==> src/rtl/pipe_pkg.sv <==
// Shared definitions for handshaked inter-stage registers: WB control bit
// positions and the stage occupancy state encoding.
package pipe_pkg;

   localparam int WB_JAL    = 0;
   localparam int WB_LB     = 1;
   localparam int WB_FPW    = 2;
   localparam int WB_HILO   = 3;
   localparam int WB_MULDIV = 4;
   localparam int WB_FLOAT  = 5;
   localparam int WB_M2R64  = 6;
   localparam int WB_M2R    = 7;
   localparam int WB_REGW   = 8;
   localparam int WB_W3264  = 9;
   localparam int WB_CTRL_W = 10;

   typedef enum logic [1:0] {
      EMPTY = 2'd0,
      ONE   = 2'd1,
      FULL  = 2'd2
   } pipe_state_t;

endpackage

==> src/rtl/pipe_stage_slot.sv <==
// One beat of storage: valid + ctrl + data. Clearing drops valid and zeroes
// ctrl (bubble = NOP) but leaves data untouched.
module pipe_stage_slot #(
   parameter int CTRL_W = 10,
   parameter int DATA_W = 192
) (
   input  logic              Clk,
   input  logic              Rst,
   input  logic              load,
   input  logic              clr,
   input  logic [CTRL_W-1:0] d_ctrl,
   input  logic [DATA_W-1:0] d_data,
   output logic              valid,
   output logic [CTRL_W-1:0] ctrl,
   output logic [DATA_W-1:0] data
);

   always_ff @(posedge Clk or posedge Rst) begin
      if (Rst) begin
         valid <= 1'b0;
         ctrl  <= '0;
      end else if (clr) begin
         valid <= 1'b0;
         ctrl  <= '0;
      end else if (load) begin
         valid <= 1'b1;
         ctrl  <= d_ctrl;
      end
   end

   always_ff @(posedge Clk or posedge Rst) begin
      if (Rst)
         data <= '0;
      else if (load && !clr)
         data <= d_data;
   end

endmodule

==> src/rtl/pipe_stage_hs.sv <==
// Valid/ready pipeline-stage register with flush. SKID_EN=1 adds a second
// entry so in_ready can come straight from a flop.
module pipe_stage_hs
   import pipe_pkg::*;
#(
   parameter int DATA_W  = 192,
   parameter int CTRL_W  = WB_CTRL_W,
   parameter int SKID_EN = 1
) (
   input  logic              Clk,
   input  logic              Rst,
   input  logic              in_valid,
   output logic              in_ready,
   input  logic [CTRL_W-1:0] in_ctrl,
   input  logic [DATA_W-1:0] in_data,
   input  logic              flush,
   output logic              out_valid,
   input  logic              out_ready,
   output logic [CTRL_W-1:0] out_ctrl,
   output logic [DATA_W-1:0] out_data,
   output logic [1:0]        occupancy
);

   pipe_state_t       state, state_n;
   logic              accept, xfer;
   logic              main_ld, main_clr, main_from_skid;
   logic              skid_ld, skid_clr;
   logic              main_v, skid_v;
   logic [CTRL_W-1:0] main_ctrl, skid_ctrl, main_d_ctrl;
   logic [DATA_W-1:0] main_data, skid_data, main_d_data;

   assign accept = in_valid && in_ready;
   assign xfer   = main_v && out_ready;

   always_ff @(posedge Clk or posedge Rst) begin
      if (Rst)
         state <= EMPTY;
      else
         state <= state_n;
   end

   always_comb begin
      state_n        = state;
      main_ld        = 1'b0;
      main_clr       = 1'b0;
      main_from_skid = 1'b0;
      skid_ld        = 1'b0;
      skid_clr       = 1'b0;
      if (flush) begin
         // A beat accepted this cycle is dropped; a transfer still happened.
         state_n  = EMPTY;
         main_clr = 1'b1;
         skid_clr = 1'b1;
      end else begin
         case (state)
            EMPTY: begin
               if (accept) begin
                  main_ld = 1'b1;
                  state_n = ONE;
               end
            end
            ONE: begin
               if (accept && xfer) begin
                  main_ld = 1'b1;
               end else if (accept) begin
                  // Only reachable with the skid entry; without it in_ready
                  // implies out_ready whenever MAIN is valid.
                  if (SKID_EN != 0) begin
                     skid_ld = 1'b1;
                     state_n = FULL;
                  end
               end else if (xfer) begin
                  main_clr = 1'b1;
                  state_n  = EMPTY;
               end
            end
            FULL: begin
               if (xfer) begin
                  main_ld        = 1'b1;
                  main_from_skid = 1'b1;
                  skid_clr       = 1'b1;
                  state_n        = ONE;
               end
            end
            default: state_n = EMPTY;
         endcase
      end
   end

   assign main_d_ctrl = main_from_skid ? skid_ctrl : in_ctrl;
   assign main_d_data = main_from_skid ? skid_data : in_data;

   pipe_stage_slot #(.CTRL_W(CTRL_W), .DATA_W(DATA_W)) u_main (
      .Clk    (Clk),
      .Rst    (Rst),
      .load   (main_ld),
      .clr    (main_clr),
      .d_ctrl (main_d_ctrl),
      .d_data (main_d_data),
      .valid  (main_v),
      .ctrl   (main_ctrl),
      .data   (main_data)
   );

   generate
      if (SKID_EN != 0) begin : g_skid
         logic rdy_q;

         pipe_stage_slot #(.CTRL_W(CTRL_W), .DATA_W(DATA_W)) u_skid (
            .Clk    (Clk),
            .Rst    (Rst),
            .load   (skid_ld),
            .clr    (skid_clr),
            .d_ctrl (in_ctrl),
            .d_data (in_data),
            .valid  (skid_v),
            .ctrl   (skid_ctrl),
            .data   (skid_data)
         );

         // Registered ready: low exactly while the stage holds two beats.
         always_ff @(posedge Clk or posedge Rst) begin
            if (Rst)
               rdy_q <= 1'b1;
            else
               rdy_q <= (state_n != FULL);
         end

         assign in_ready = rdy_q;
      end else begin : g_noskid
         logic unused_skid;

         assign skid_v      = 1'b0;
         assign skid_ctrl   = '0;
         assign skid_data   = '0;
         assign unused_skid = skid_ld | skid_clr;
         assign in_ready    = !main_v || out_ready;
      end
   endgenerate

   assign out_valid = main_v;
   assign out_ctrl  = main_ctrl;
   assign out_data  = main_data;
   assign occupancy = {1'b0, main_v} + {1'b0, skid_v};

endmodule

==> config.mk <==
export PLATFORM = sky130hd
export DESIGN_NAME = pipe_stage_hs
export DESIGN_NICKNAME = d
export VERILOG_FILES = /design/src/rtl/pipe_pkg.sv /design/src/rtl/pipe_stage_slot.sv /design/src/rtl/pipe_stage_hs.sv
export SDC_FILE = /design/constraint.sdc
export NUM_CORES = 1
export LEC_CHECK = 0
export BUFFER_PORTS_ARGS = -buffer_cell sky130_fd_sc_hd__buf_2
export CAP_MARGIN = 20
export CORE_MARGIN = 4
export CORE_UTILIZATION = 40
export DETAILED_ROUTE_END_ITERATION = 8
export PLACE_DENSITY = 0.73
export SYNTH_ARGS = -nofsm -noshare
export SYNTH_HDL_FRONTEND = slang
export SYNTH_SLANG_ARGS = --single-unit
==> constraint.sdc <==
create_clock -name Clk -period 15.04 [get_ports Clk]
set_input_delay 3.008 -clock Clk [delete_from_list [all_inputs] [get_ports Clk]]
set_output_delay 3.008 -clock Clk [all_outputs]
set_load 0.05 [all_outputs]
## Yosys cells after proc, flatten, opt, wreduce, memory -nomap -nowiden

Index checks and enable logic that the tools add are counted.

- Register bits: 409
- Input bits: 207
- Output and inout bits: 206
- Word-level logic and storage cells: 54

- $add $sub $neg: 1
- Eq/ne operators: 3
- Muxes and demuxes: 32
- Reduce and logical (&&, ||, !) cells: 10

Operator list:

| kind | count |
|---|---|
| two-way mux 192 bit | 1 |
| two-way mux 10 bit | 5 |
| two-way mux 1 bit | 18 |
| two-way mux 2 bit | 6 |
| one-hot mux 2 bit (3 select lines) | 1 |
| logical AND 1 bit | 5 |
| nonzero test 2 bit | 2 |
| one-hot mux 1 bit (3 select lines) | 1 |
| adder 1 x 1 -> 2 bit | 1 |
| == test 2 x 1 -> 1 bit, second input constant | 1 |
| == test 2 bit, second input constant | 1 |
| zero test 1 bit | 2 |
| zero test 2 bit | 1 |
| inequality test 2 bit, second input constant | 1 |

## Logic depth before layout (Yosys ltp)

Gate-level depths: netlist of run 1.

- Depth in word-level cells: 8
- Depth in mapped cells: 6
- Gate-level depth less buffers: 3

## By module

Synthesis of run 1 repeated with hierarchy kept, for this count alone.

- Cells, all modules: 1131
- Area total of the unflattened synthesis: 18535.3 µm²

By module, submodules not included:

| module | instances | cells an instance | area each (µm²) | seq. area each (µm²) |
|---|---|---|---|---|
| pipe_stage_slot | 2 | 442 | 7591.0 | 5079.9 |
| pipe_stage_hs | 1 | 247 | 3353.2 | 76.3 |

## Worst setup path after synthesis of run 1

No wires, ideal clock.

- Path type: register to output
- From: register u_main.valid
- To: output occupancy[1]
- Data arrival time: 1315 ps
- Data required time: 12032 ps
- Slack: 10717 ps
- Stages on the path, launching flop included: 2
- Path buffers: 0
- Cells stage by stage: dfrtp_1 > ha_1

- Word-level cells in the longest chain between the ends: 1

Ends and longest elaborated chain:

| element | line | RTL |
|---|---|---|
| start, declared | pipe_stage_slot.sv:13 | `output logic valid,` |
| start signal, assigned | pipe_stage_slot.sv:20 | `valid <= 1'b0;` |
| start signal, assigned | pipe_stage_slot.sv:23 | `valid <= 1'b0;` |
| start signal, assigned | pipe_stage_slot.sv:26 | `valid <= 1'b1;` |
| adder 1 x 1 -> 2 bit | pipe_stage_hs.sv:144 | `assign occupancy = {1'b0, main_v} + {1'b0, skid_v};` |
| end, declared | pipe_stage_hs.sv:21 | `output logic [1:0] occupancy` |

No other way between the ends.

## Worst setup path after layout of run 1

- From: input flush
- To: register u_main.data[138]

- Word-level cells in the longest chain between the ends: 3
- Elaborated cells on any way between the ends: 6
- Classes of those cells: mux: 4; reduce/logical: 2

Ends and longest elaborated chain:

| element | line | RTL |
|---|---|---|
| start, declared | pipe_stage_hs.sv:16 | `input logic flush,` |
| two-way mux 1 bit | pipe_stage_hs.sv:49 | `if (flush) begin` |
| zero test 1 bit | pipe_stage_slot.sv:34 | `else if (load && !clr)` |
| logical AND 1 bit | pipe_stage_slot.sv:34 |  |
| end signal, assigned | pipe_stage_slot.sv:35 | `data <= d_data;` |
| end, declared | pipe_stage_slot.sv:15 | `output logic [DATA_W-1:0] data` |

Several ways; a longest one is shown, not always the timed one.
A chain may end at the register's enable or synchronous reset.

==> out/qor.yml, run 1 <==
grt:
  grt.total_usage_pct: 19.39
  number_of_antenna_violations_at_the_first_check_in_global_routing: 7
  grt_pass1_wl_mm: 73.69
  grt_max_degree: 109
  globalRoute.totalOverflow: 0
  first_global_vias: 12800
die:
  chipWidth_um: 214.3
  initial_core_util_pct: 40.51
  die_area_um2: 45940
  die_h_um: 214.3
  fp.coreArea_um2: 42040
  row_count: 75
  floorplan.io_pins: 413
power_and_ir_drop:
  power_share_of_the_clock_group_pct: 25.4
  finalPower_mw: 4.143
  switchingPower_mw: 1.550
  sw_frac_of_total_pct: 37.41
  cellPowerDensity_nw_per_um2: 199.8
  portion_of_total_power_attributed_to_combinational_logic_pct: 32.3
  internal_power_mw: 2.594
  total_leakage_power_nw: 8.839
  peakVddDrop_uv: 112.3
  seq_power_share_pct: 42.3
placement:
  placedCellCount: 2051
  placed_area_um2: 19300
  gp_routability_congestion: 0.8248
  port_buffers: 412
  detailed_place_hpwl_mm: 28.81
clocking:
  numClockSinks: 409
  tritoncts_clock_tree: "built"
  path_clk_slew_ns: 0.06
  cts.repair.resized: 0
  cts_inserted_buffers: 44
  cts-htree-levels: 2
  cts_setup_buffers: 0
  clockBufferDepth: 3
  insertion_delay_ns: 0.55
  clock_tree.root_cell: "sky130_fd_sc_hd__clkbuf_16"
  postCtsHoldBufs: 0
synthesis:
  syn_area_um2: 17030
  synth_seq_area_share_pct: 60.11
  synth_cells: 1202
  mappedNetlistNets: 1410
  synth.distinct_cells: 34
  synth_warnings: 0
  number_of_flip_flops_and_latches_in_the_synthesized_netlist: 409
  synthesis.area_per_instance_um2: 14.17
route:
  drtAntennaViolNets: 0
  initialDrtViolationCount: 1011
  wl_mm: 45.33
  remaining_drc_errors: 0
  post_drt_wl_per_cell_um: 21.28
  via_count: 12250
  detail_route.vias_per_cell: 5.750
  drtPass1Iterations: 5
final_layout:
  layout.filler_cells: 3616
  finalInstanceArea_um2: 20740
  instances_no_fill: 2130
  nets: 1767
  synthToLayoutAreaGrowth_pct: 21.80
  drive_above_1_share_pct: 43.95
timing:
  tightest_slew_ns: 1.075
  setup_repair_after_global_routing_missed_its_margin: "false"
  finalSetupTns_ns: 0
  timing.final.max_slew_violations: 0
  hold-worst-slack_ns: 0.4767
  final-setup-viol-count: 0
  relSlewSlack_pct: 28.32
  timing.fmax_ghz: 0.1688
  finClkSkew_ns: 0.01310
  period_utilization_post_route_pct: 39.38
  finalCriticalPeriod_ns: 5.923
  hold_viol_final: 0
critical_path:
  critical-path-slowest-cell: "sky130_fd_sc_hd__buf_4"
  critPathCaptureType: "register"
  cp.buffers_inverters: 3
  critical_path.max_stage_delay_ns: 0.79
  cp_cell_sequence: "buf_4 -> buf_4 -> and4bb_2 -> nand2_4 -> buf_4 -> o221a_2"
  crit_type: "in2reg"
  critical_path_cell_count: 6
  critical_path_required_ns: 15.52
  critical_path.top_delay_family: "buffers and inverters"
  worst_setup_sp_type: "input pin"
  cpMostUsedCell: "sky130_fd_sc_hd__buf_4"
  ff2ff_path_depth: 5
  critical_path_peak_fanout: 97
  crit_arrival_ns: 6.40
min_path:
  hold_path_depth: 1
  holdCritPathClass: "reg2reg"
job:
  drv_cap: 0
outcome:
  status: "completed"
## power by group through the flow
stage / Sequential, mW / Combinational, mW / Clock, mW
2_1_floorplan: 2.29 / 0.443 / 0
3_3_place_gp: 1.74 / 1.32 / 0
3_5_place_dp: 1.76 / 1.35 / 0
4_1_cts: 1.75 / 1.35 / 1.09
5_1_grt: 1.81 / 1.41 / 1.13
6_report: 1.75 / 1.34 / 1.05
## through the flow
stage | setup slack (ns) | util [%]
global route | 8.920 | 49.32
finish | 9.117 | 49.34
global placement | 8.519 | 45.90
detailed placement | 8.522 | 45.90
floorplan | 0.6541 | -
CTS | 9.131 | 49.24
## flip-flops by register name (all words and copies together), names as in the netlist
name and count:
in_ready 1, u_main.data 192, g_skid.u_skid.ctrl 10, g_skid.u_skid.data 192, g_skid.u_skid.valid 1, state 2
u_main.ctrl 10, u_main.valid 1
## logic make-up after synthesis
| logic type | after synthesis | synth area share [%] |
|---|---|---|
| fa+ha+maj | 1 | 0.07346 |
| mux | 192 | 12.70 |
| buf+inv | 130 | 3.931 |
| compound gates | 229 | 14.19 |
| xor+xnor | 1 | 0.05144 |
| flops | 409 | 60.11 |
| simple gates | 240 | 8.949 |
## path summary, 6_finish.rpt
kind,endpoint,slack [ns],start
min,g_skid.u_skid.data[72]$_DFFE_PP0P_,0.48,g_skid.u_skid.data[72]$_DFFE_PP0P_
max reg2reg,g_skid.u_skid.data[146]$_DFFE_PP0P_,11.54,u_main.valid$_DFFE_PP0P_
max,u_main.data[138]$_DFFE_PP0P_,9.12,flush
max in group asynchronous,u_main.data[101]$_DFFE_PP0P_,9.96,Rst
min reg2reg,g_skid.u_skid.data[72]$_DFFE_PP0P_,0.48,g_skid.u_skid.data[72]$_DFFE_PP0P_
min in group asynchronous,u_main.data[5]$_DFFE_PP0P_,2.60,Rst
## cells in the mapped netlist
cell                          n  area share (%)
sky130_fd_sc_hd__a21oi_1     11            0.32
sky130_fd_sc_hd__o21ai_0     10            0.29
sky130_fd_sc_hd__o221a_2    182              12
sky130_fd_sc_hd__buf_2       31            0.91
sky130_fd_sc_hd__o31ai_2      1           0.073
sky130_fd_sc_hd__o31ai_1      1           0.044
sky130_fd_sc_hd__nand3_1     20            0.59
sky130_fd_sc_hd__dfstp_2      1            0.15
sky130_fd_sc_hd__buf_4       38             1.7
sky130_fd_sc_hd__nand4b_1     1           0.051
sky130_fd_sc_hd__nand3b_1    11            0.48
sky130_fd_sc_hd__a211o_1      1           0.051
sky130_fd_sc_hd__inv_1       12            0.26
sky130_fd_sc_hd__o2bb2ai_2    1           0.088
sky130_fd_sc_hd__o221a_1     10            0.66
sky130_fd_sc_hd__nor2_1       3           0.066
sky130_fd_sc_hd__o221ai_1    10            0.51
sky130_fd_sc_hd__mux2_1     180              12
sky130_fd_sc_hd__and2_1       1           0.037
sky130_fd_sc_hd__nand4b_4     2            0.28
sky130_fd_sc_hd__dfrtp_1    408              60
sky130_fd_sc_hd__and4bb_2     1           0.073
sky130_fd_sc_hd__clkbuf_1    49             1.1
sky130_fd_sc_hd__a21bo_2      1           0.059
sky130_fd_sc_hd__mux2_2      12            0.79
sky130_fd_sc_hd__and4b_1      1           0.059
sky130_fd_sc_hd__a211oi_1     1           0.044
sky130_fd_sc_hd__nand2b_1     2           0.073
sky130_fd_sc_hd__nor3_2       1           0.059
sky130_fd_sc_hd__ha_1         1           0.073
sky130_fd_sc_hd__or3_1      192             7.1
sky130_fd_sc_hd__nand2_1      4           0.088
sky130_fd_sc_hd__xnor2_1      1           0.051
sky130_fd_sc_hd__or2_1        1           0.037
## area by class of cell
| type | instances | area, µm² | share of cell area [%] |
|---|---|---|---|
| Clock inverter | 8 | 92.59 | 0.4464 |
| Clock buffer | 65 | 1311 | 6.322 |
| Sequential cell | 409 | 10240 | 49.35 |
| Multi-Input combinational cell | 663 | 6150 | 29.65 |
| Tap cell | 539 | 674.4 | 3.252 |
| Timing Repair Buffer | 429 | 2212 | 10.67 |
| Antenna cell | 5 | 12.51 | 0.06032 |
| Inverter | 12 | 52.55 | 0.2534 |
## metal layers
metal  part of all wire (%)  GRT usage, %  vias to the layer above
li1                       -             -                     5349
met1                     42         25.98                     6353
met2                     49         31.56                      447
met3                    6.2         4.435                       92
met4                    2.9         6.246                        6
met5                  0.079             0                        -
## cells in the final DEF (no fill, tap or decap), types with 3 or more instances in the layout
cell                        instances
sky130_fd_sc_hd__buf_2            411
sky130_fd_sc_hd__dfrtp_1          408
sky130_fd_sc_hd__or3_1            192
sky130_fd_sc_hd__o221a_2          182
sky130_fd_sc_hd__mux2_1           180
sky130_fd_sc_hd__clkbuf_16         45
sky130_fd_sc_hd__nand3_1           20
sky130_fd_sc_hd__buf_4             17
sky130_fd_sc_hd__mux2_2            12
sky130_fd_sc_hd__inv_1             11
sky130_fd_sc_hd__a21oi_1           11
sky130_fd_sc_hd__nand3b_1          11
sky130_fd_sc_hd__clkbuf_8          11
sky130_fd_sc_hd__o221a_1           10
sky130_fd_sc_hd__o21ai_0           10
sky130_fd_sc_hd__o221ai_1          10
sky130_fd_sc_hd__clkbuf_1           9
sky130_fd_sc_hd__diode_2            5
sky130_fd_sc_hd__clkinv_2           5
sky130_fd_sc_hd__nand2_1            3
sky130_fd_sc_hd__nor2_1             3
(Power assumes the default switching activity.)
==> run 2, diff against run 1 <==
- PLACE_DENSITY: 0.73 -> 0.71
- clock period: 15.04 -> 5.8 ns (I/O delays scaled with it)
==> run 2 against run 1 <==
Net effect: die area unchanged; non-clock buffer count increased by 3; critical path depth unchanged; wire length increased by 1.4%; final cell count increased by 0.33%; hold slack about the same; final area increased by 0.55%; register-to-register slack got worse by 8.6 ns; first-iteration DRC count decreased by 1.3%; flip-flop and latch count unchanged; total power increased to 2.6 times the previous value; clock skew decreased by 0.00080 ns; critical endpoint is now u_main.data[86]$_DFFE_PP0P_; largest power group unchanged.
==> out/qor.yml, run 2 (same netlist as run 1, synthesis figures left out) <==
clocking:
  numClockSinks: 409  # unchanged
  cts-htree-levels: 2  # unchanged
  insertion_delay_ns: 0.55  # about the same
  postCtsHoldBufs: 0  # unchanged
  path_clk_slew_ns: 0.06  # about the same
  clock_tree.root_cell: "sky130_fd_sc_hd__clkbuf_16"
  cts_inserted_buffers: 44  # unchanged
  cts.repair.resized: 0  # unchanged
  clockBufferDepth: 3  # unchanged
  cts_setup_buffers: 0  # unchanged
  tritoncts_clock_tree: "built"
final_layout:
  most_frequent_standard_cell_in_the_layout_excluding_fill_and_tap_cells: "sky130_fd_sc_hd__buf_2"
  drive_above_1_share_pct: 44.03  # +0.086 points
  largest_registers: "g_skid.u_skid.data (192), u_main.data (192)"
  synthToLayoutAreaGrowth_pct: 22.47
  postLayoutCoreUtil_pct: 49.61  # +0.27 points
  mostFrequentLayoutCells: "sky130_fd_sc_hd__buf_2 (411), sky130_fd_sc_hd__dfrtp_1 (408), sky130_fd_sc_hd__or3_1 (192), sky130_fd_sc_hd__o221a_2 (182), sky130_fd_sc_hd__mux2_1 (180)"
  nets: 1770  # +0.17%
timing:
  hold-worst-slack_ns: 0.4764  # -0.0002100 ns
  period_utilization_post_route_pct: 51.48
  setup_repair_after_global_routing_missed_its_margin: "false"
  finalSetupTns_ns: 0  # unchanged
  hold_viol_final: 0  # unchanged
  finClkSkew_ns: 0.01230  # -0.0008006 ns
  tightest_slew_ns: 1.079  # +0.003464 ns
  final-setup-viol-count: 0  # unchanged
  relSlewSlack_pct: 28.09  # -0.23 points
  timing.fmax_ghz: 0.3349
  timing.final.max_slew_violations: 0  # unchanged
  finalCriticalPeriod_ns: 2.986
route:
  post_drt_wl_per_cell_um: 21.52  # +1.1%
  via_count: 12240  # -0.024%
  drtAntennaViolNets: 0  # unchanged
  wl_mm: 45.98  # +1.4%
  remaining_drc_errors: 0  # unchanged
  drtPass1Iterations: 4  # -1
  initialDrtViolationCount: 998  # -1.3%
  detail_route.vias_per_cell: 5.730  # -0.35%
die:
  fp.coreArea_um2: 42040  # unchanged
  row_count: 75  # unchanged
  die_area_um2: 45940  # unchanged
  initial_core_util_pct: 40.51  # unchanged
  chipWidth_um: 214.3  # unchanged
  die_h_um: 214.3  # unchanged
  floorplan.io_pins: 413  # unchanged
grt:
  grt_max_degree: 133  # +22%
  grt.total_usage_pct: 19.61  # +0.22 points
  grt_pass1_wl_mm: 74.12  # +0.58%
  globalRoute.totalOverflow: 0  # unchanged
  first_global_vias: 12790  # -0.094%
  number_of_antenna_violations_at_the_first_check_in_global_routing: 12  # +5
placement:
  gp_routability_congestion: 0.8015  # -2.8%
  detailed_place_hpwl_mm: 28.87  # +0.21%
  port_buffers: 412  # unchanged
critical_path:
  critical_path_peak_fanout: 107  # +10%
  crit_arrival_ns: 3.47  # -2.93 ns
  crit_type: "in2reg"
  critPathCaptureType: "register"
  critical_path_required_ns: 6.29  # -9.23 ns
  worst_setup_sp_type: "input pin"
power_and_ir_drop:
  total_leakage_power_nw: 8.885  # +0.52%
  finalPower_mw: 10.80  # +160%
  peakVddDrop_uv: 274.9  # +140%
  cellPowerDensity_nw_per_um2: 518.0  # +160%
min_path:
  holdCritPathClass: "reg2reg"
outcome:
  status: "completed"
job:
  drv_cap: 0  # unchanged
run 2: cell count changes in the layout (fill, tap and decap cells not counted):
cell and delta:
sky130_fd_sc_hd__buf_12 +7, sky130_fd_sc_hd__buf_16 -1, sky130_fd_sc_hd__buf_4 -3, sky130_fd_sc_hd__bufinv_16 +2, sky130_fd_sc_hd__clkbuf_1 +2, sky130_fd_sc_hd__clkbuf_8 -4, sky130_fd_sc_hd__clkinv_2 +4, sky130_fd_sc_hd__diode_2 +1
sky130_fd_sc_hd__inv_8 -1
run 2: worst max-delay path, cell delays in order:
cell	delay, ns
sky130_fd_sc_hd__buf_2	0.14
sky130_fd_sc_hd__nand4b_4	0.12
sky130_fd_sc_hd__buf_4	0.68
sky130_fd_sc_hd__buf_4	0.87
sky130_fd_sc_hd__or3_1	0.22
sky130_fd_sc_hd__o221a_2	0.17
run 2: per-stage QoR:
step	std cells	worst slack [ns]	area [µm²]
floorplan	1202	-0.8708	17030
global placement	2054	2.266	19390
detailed placement	2055	2.243	19410
CTS	2131	2.845	20840
global route	2135	2.695	20850
finish	2137	2.814	20860
run 2: worst paths after layout:
check,from,cells after the start,slack (ns),to
setup reg to reg,state[0]$_DFF_PP0_,5,2.94,u_main.data[86]$_DFFE_PP0P_
hold reg to reg,g_skid.u_skid.data[77]$_DFFE_PP0P_,1,0.48,g_skid.u_skid.data[77]$_DFFE_PP0P_
hold / removal,g_skid.u_skid.data[77]$_DFFE_PP0P_,1,0.48,g_skid.u_skid.data[77]$_DFFE_PP0P_
min in group asynchronous,Rst,2,0.57,u_main.data[90]$_DFFE_PP0P_
max in group asynchronous,Rst,4,3.88,g_skid.u_skid.data[144]$_DFFE_PP0P_
setup / recovery,out_ready,6,2.81,u_main.data[86]$_DFFE_PP0P_
run 2: cell type report:
class / count / area [µm²]
sequential: 409 / 10240
multi-input combinational: 663 / 6150
antenna: 6 / 15.01
inverter: 12 / 48.80
timing repair buffer: 432 / 2302
tap: 539 / 674.4
clock inverter: 13 / 165.2
fill: 3618 / 21190
clock buffer: 63 / 1264
run 2: metal layers:
| layer | wire [µm] | track usage [%] |
|---|---|---|
| met4 | 1570 | 7.435 |
| met5 | 76 | 0 |
| met1 | 19590 | 26.78 |
| met3 | 3265 | 5.002 |
| met2 | 21470 | 30.40 |
run 2: where the power goes:
group,leakage [nW],switching [mW],internal [mW],total [mW]
clock,0.710,1.10,1.68,2.79
combinational,3.43,2.35,1.13,3.48
sequential,4.74,0.576,3.96,4.54
